**config.mk**
```make
export PLATFORM = sky130hd
export DESIGN_NAME = accum_seq_ctrl
export DESIGN_NICKNAME = d
export VERILOG_FILES = /design/src/rtl/accum_seq_ctrl.sv
export SDC_FILE = /design/constraint.sdc
export NUM_CORES = 1
export LEC_CHECK = 0
export BUFFER_PORTS_ARGS = -buffer_cell sky130_fd_sc_hd__clkbuf_2
export CAP_MARGIN = 10
export CORE_AREA = 3 3 50 52
export DETAILED_ROUTE_END_ITERATION = 12
export DIE_AREA = 0 0 53 55
export PLACE_DENSITY = 0.54
export SLEW_MARGIN = 15
export SYNTH_ARGS = -nofsm -noshare
export SYNTH_HDL_FRONTEND = slang
export SYNTH_SLANG_ARGS = --single-unit
```
**constraint.sdc**
```tcl
create_clock -name Clk -period 3.66 [get_ports Clk]
set_input_delay 0.732 -clock Clk [delete_from_list [all_inputs] [get_ports Clk]]
set_output_delay 0.732 -clock Clk [all_outputs]
set_load 0.01 [all_outputs]
```
**src/rtl/accum_seq_ctrl.sv**
```systemverilog
// Sequencer for the 16-bit ripple-adder accumulator lab: drives the result register's load
// strobe and input mux for single loads and repeated-add runs started by debounced buttons.
module accum_seq_ctrl #(
  parameter int unsigned CNT_W = 4
) (
  input  logic             Clk,
  input  logic             Reset,
  input  logic             Load,
  input  logic             Run,
  input  logic [CNT_W-1:0] Reps,
  input  logic             Add_Ofl,
  output logic             Ld_B,
  output logic             Sel_Sum,
  output logic             Busy,
  output logic             Done,
  output logic             Ofl_Sticky,
  output logic [CNT_W-1:0] Iter
);

  typedef enum logic [2:0] {StIdle, StLoad, StAdd, StDone, StWaitRel} state_e;

  state_e           state_q, state_d;
  logic             load_q, run_q;
  logic [CNT_W-1:0] rem_q, rem_d;
  logic [CNT_W-1:0] iter_q, iter_d;
  logic             ofl_q, ofl_d;
  logic             load_edge, run_edge;

  assign load_edge = Load & ~load_q;
  assign run_edge  = Run & ~run_q;

  // History resets high so a button already held through reset needs a fresh press.
  always_ff @(posedge Clk or posedge Reset) begin
    if (Reset) begin
      state_q <= StIdle;
      load_q  <= 1'b1;
      run_q   <= 1'b1;
      rem_q   <= '0;
      iter_q  <= '0;
      ofl_q   <= 1'b0;
    end else begin
      state_q <= state_d;
      load_q  <= Load;
      run_q   <= Run;
      rem_q   <= rem_d;
      iter_q  <= iter_d;
      ofl_q   <= ofl_d;
    end
  end

  always_comb begin
    state_d = state_q;
    rem_d   = rem_q;
    iter_d  = iter_q;
    ofl_d   = ofl_q;
    unique case (state_q)
      StIdle: begin
        if (load_edge) begin
          state_d = StLoad;
        end else if (run_edge) begin
          iter_d = '0;
          ofl_d  = 1'b0;
          if (Reps == '0) begin
            state_d = StDone;
          end else begin
            state_d = StAdd;
            rem_d   = Reps;
          end
        end
      end
      StLoad: begin
        iter_d  = '0;
        ofl_d   = 1'b0;
        state_d = StDone;
      end
      StAdd: begin
        ofl_d  = ofl_q | Add_Ofl;
        iter_d = iter_q + CNT_W'(1);
        rem_d  = rem_q - CNT_W'(1);
        if (rem_q == CNT_W'(1)) state_d = StDone;
      end
      StDone: state_d = StWaitRel;
      StWaitRel: begin
        if (!Load && !Run) state_d = StIdle;
      end
      default: state_d = StIdle;
    endcase
  end

  // Outputs decode only the state register, so they hold steady for the whole cycle.
  always_comb begin
    Ld_B    = 1'b0;
    Sel_Sum = 1'b0;
    Busy    = 1'b0;
    Done    = 1'b0;
    unique case (state_q)
      StLoad: begin
        Ld_B = 1'b1;
        Busy = 1'b1;
      end
      StAdd: begin
        Ld_B    = 1'b1;
        Sel_Sum = 1'b1;
        Busy    = 1'b1;
      end
      StDone: begin
        Busy = 1'b1;
        Done = 1'b1;
      end
      default: ;
    endcase
  end

  assign Ofl_Sticky = ofl_q;
  assign Iter       = iter_q;

endmodule

```
; Word level (Yosys, flattened, before mapping)
; Index checks and enable logic that the tools add are counted.
[word_totals]
word_cells = 56
register_bits = 14
in_bits = 9
output_inout_bits = 9
[classes]
n_addsub = 2
n_reduce_logical = 12
mux = 20
bitwise = 5
n_eq_ne = 11
[ops]
columns = cell, count
row1 = $mux 4, 5
row2 = $pmux 3 s5, 1
row3 = $mux 3, 4
row4 = $pmux 4 s3, 1
row5 = $ne 2x2->1 const B, 5
row6 = $pmux 4 s2, 1
row7 = $mux 1, 7
row8 = $eq 3x2->1 const B, 2
row9 = $reduce_and 3->1, 2
row10 = $add 4x1->4 const B, 1
row11 = $eq 4x1->1 const B, 1
row12 = $logic_not 4->1, 1
row13 = $reduce_and 4->1, 1
row14 = $sub 4x1->4 const B, 1
row15 = $eq 3x1->1 const B, 1
row16 = $eq 3x3->1 const B, 1
row17 = $logic_not 3->1, 1
row18 = $ne 3x3->1 const B, 1
row19 = $pmux 1 s3, 1
row20 = $reduce_bool 3->1, 1
row21 = $reduce_or 3->1, 1
row22 = $and 1x1->1, 2
row23 = $logic_not 1->1, 2
row24 = $not 1->1, 2
row25 = other kinds (4), 4

; Logic depth before layout (Yosys ltp)
[depth]
ltp_word = 5
depth_mapped = 7

; Least setup slack after synthesis
; Ideal clock, no wire load.
[synth_timing]
path_kind = input to register
from = in Load
to = reg rem_q[2]
path_stages = 4
arrival_ns = 1.521
required_ns = 3.536
path_slack_ns = 2.016
path_cell_list = nor2b_1 o31ai_1 and2_1 a21oi_1
[synth_via]
elab_chain_cells = 3
[synth_lines]
columns = item, line
row1 = "start, declared", 8  ; input logic Load,
row2 = $and 1x1->1, 29  ; assign load_edge = Load & ~load_q;
row3 = $ne 2x2->1 (no line), --
row4 = $reduce_and 4->1 (no line), --
row5 = "end signal, assigned", 45  ; rem_q <= rem_d;
row6 = "end, declared", 24  ; logic [CNT_W-1:0] rem_q, rem_d;
; No other way between the ends.
; A chain may end at the register's enable or synchronous reset.

; Worst setup path after layout
[layout_timing]
from = reg state_q[1]
to = out Sel_Sum
[layout_via]
elab_chain_cells = 2
[layout_lines]
columns = item, line
row1 = "start, declared", 22  ; state_e state_q, state_d;
row2 = "start signal, assigned", 35  ; state_q <= StIdle;
row3 = "start signal, assigned", 42  ; state_q <= state_d;
row4 = $eq 3x2->1, 96  ; unique case (state_q)
row5 = $mux 1, 96
row6 = "end, declared", 13  ; output logic Sel_Sum,
; No other way between the ends.

==> reports/metrics.csv <==
stage,metric,value,unit
timing,maxSlewHeadroom,63.0,%
timing,rsz0062_at_grt,no,
synthesis,synth_compound_area_share,20.0,%
synthesis,synth-simple-area-share,20.8,%
pwr,power.switching,0.331,mW
cells_and_area,final_nets,115,
run,timing.max_cap.violations,0,
timing,clock.fmax,451,MHz
clock_network,clk_pin_slew_worst_paths,0.09,ns
synthesis,synth-xor-area-share,1.11,%
cells_and_area,area_growth,16.9,%
pwr,p_int,0.434,mW
timing,finalWorstSetupSlack,1.44,ns
floorplanning,core_area,2150,um2
synthesis,ys_ff_latch,14,
timing,finalCritPeriodShare,60.6,%
clock_network,cts_resized,0,
floorplanning,initial_core_util,36.6,%
synthesis,syn_inst,84,
clock_network,cts-root-buf,clkbuf_4,
synthesis,ys_async_sr_fraction,100,%
clock_network,post_cts_buffers,0,
setup_path,crit_type,flip-flop to output port,
cells_and_area,post-route-util,42.8,%
synthesis,synth_most_common_cell,dfrtp_1,
timing,skew,0.00420,ns
cells_and_area,n_antenna_cell,0,
setup_path,slowest_delay,0.55,ns
timing,period_needed,2.22,ns
setup_path,crit_chain,nor2b_1 > nand2b_1 > inv_2 > clkbuf_2,
setup_path,worstPathRequired,2.93,ns
floorplanning,ios,18,
synthesis,ys_warn_count,0,
cells_and_area,layout-drive-gt1-share,24.5,%
drt,drt_pre_antenna_iters,4,
synthesis,synthDistinctLibCells,32,
drt,drt-initial-drc-count,10,
drt,post_drt_wl_per_cell,12.8,um
synthesis,synth_top_family_by_area,simple AND/OR/NAND/NOR gates,
timing,fin_hold_ws,0.471,ns
drt,route.detailed.drc,0,
floorplanning,fp.dieW,53,um
placement,portBuffers,17,
timing,drv_slew,0,
global_routing,antenna_found_initial,0,
clock_network,clk_path_buf_depth,2,
drt,vias,668,
synthesis,synth_fp_nets,96,
pwr,p_clk_share,14.5,%
floorplanning,chipHeight,55,um
pwr,comb_power_share,46.2,%
timing,hold_violations,0,
global_routing,grt_pass1_wl,2.85,mm
pwr,ir_drop,583,uV
synthesis,synth_top_area_share,38.2,%
min_path,min_path_type,input port to asynchronous set/reset pin,
placement,placed_area,883,um2
global_routing,grt_overflow,0,
timing,worstMarginPinSlew,0.555,ns
synthesis,synth_edf_count,0,
synthesis,synth_fa_ha_area_share,4.77,%
synthesis,avgSynthCellArea,9.37,um2
setup_path,startpoint_type,flip-flop,
placement,preCtsSetupSlack,1.74,ns
pwr,power_density,832,nW/um2
synthesis,synth_mux_area_share,2.54,%
status,status,completed,
global_routing,grt_pass1_vias,637,
timing,final-setup-viol-count,0,
pwr,p_sw_share,43.2,%
global_routing,grtUsageTotal,13.5,%
setup_path,path_delay_family,flip-flops,
floorplanning,dieArea,2920,um2
clock_network,cts_sinks,14,
synthesis,ys_top_cells_by_count,"12 x dfrtp_1, 7 x nor2_1, 6 x nand2b_1, 6 x o21ai_0, 5 x inv_1",
clock_network,cts_max_level,1,
setup_path,critical_path.max_fanout,11,
drt,drtAntennaViolNets,0,
setup_path,slowest_stage,dfrtp_1,
drt,wl,1.66,mm
clock_network,cts-hold-fix-buffers,0,
cells_and_area,fin_area,920,um2
clock_network,clkLatencyLatePin,0.27,ns
drt,viasPerCell,5.14,
pwr,seq_power_share,39.3,%
clock_network,cts-buffers-inserted,3,
timing,setup-tns-final,0,ns
synthesis,yosys_most_used_dff,dfrtp_1,
synthesis,ys_top_cells_by_area,"dfrtp_1 38%, dfstp_2 6.7%, ha_1 4.8%",
clock_network,cts_tree,built,
synthesis,ys_seq_area_share,44.8,%
setup_path,cp-end-kind,output port,
placement,globalplace.congestion,0.849,
global_routing,grt_max_degree,15,
setup_path,critPathBufInv,2,
setup_path,cp.arrival,1.49,ns
synthesis,synth_area_leader_cell,dfrtp_1,
floorplanning,rows,17,
placement,dp_hpwl,1.28,mm
pwr,p_leak,0.430,nW
synthesis,syn_area,787,um2
## layout by cell type, fill, tap and decap left out, types with 3 or more instances in the layout
cell type	n
a21oi_1	4
a31oi_1	4
and2_1	3
clkbuf_2	17
clkbuf_4	3
dfrtp_1	12
ha_1	3
inv_1	5
nand2_1	4
nand2b_1	6
nand3_1	3
nor2_1	7
o21ai_0	6
## sequential cells by signal (all words and copies together), names as in the netlist
register,count
rem_q,4
load_q,1
Iter,4
run_q,1
Ofl_Sticky,1
state_q,3
## metal layers
layer / routed length, um / up-vias / track usage, % / share of wire [%]
met5: 0 / - / 0 / 0
met4: 10 / 0 / 5.11 / 0.60
met3: 94 / 2 / 2.68 / 5.7
met2: 763 / 19 / 21.9 / 46
met1: 792 / 315 / 17.8 / 48
li1: - / 332 / - / -
## path summary, 6_finish.rpt
| kind | start | slack, ns | to | depth (start not counted) |
|---|---|---|---|---|
| worst max register to register | rem_q[0] | 2.16 | state_q[0] | 3 |
| worst max-delay path | state_q[1] | 1.44 | Sel_Sum | 4 |
| worst min-delay path | Reset | 0.47 | rem_q[1] | 2 |
| worst min register to register | Iter[0] | 0.54 | Iter[0] | 1 |
| min in group Clk | Iter[0] | 0.54 | Iter[0] | 1 |
| max in group asynchronous | Reset | 2.81 | run_q | 2 |
## stage by stage
| stage | instances | total power, mW |
|---|---|---|
| 2_1_floorplan | 84 | 0.562 |
| 3_3_place_gp | 126 | 0.661 |
| 3_5_place_dp | 126 | 0.660 |
| 4_1_cts | 130 | 0.774 |
| 5_1_grt | 130 | 0.843 |
| 6_report | 130 | 0.765 |
## power groups by stage
stage               clock, mW  sequential [mW]  combinational (mW)
global placement            0            0.304               0.358
floorplan                   0            0.268               0.294
finish                  0.111            0.301               0.354
global route            0.123            0.314               0.405
detailed placement          0            0.302               0.358
CTS                     0.115            0.299               0.359
## cell families (layout without fill, tap and decap cells)
logic type      after synthesis  count (layout)
fa+ha+maj                     3               3
buf+inv                       9              27
xor+xnor                      1               1
mux                           2               2
simple gates                 30              30
flops                        14              14
compound gates               25              25
## area by class of cell
cell class / instances / area [um2]
tap: 28 / 35.0
multi-input combinational: 61 / 388
inverter: 6 / 22.5
clock buffer: 4 / 36.3
timing repair buffer: 17 / 85.1
fill: 211 / 1230
sequential: 14 / 353
(Power assumes the default switching activity.)
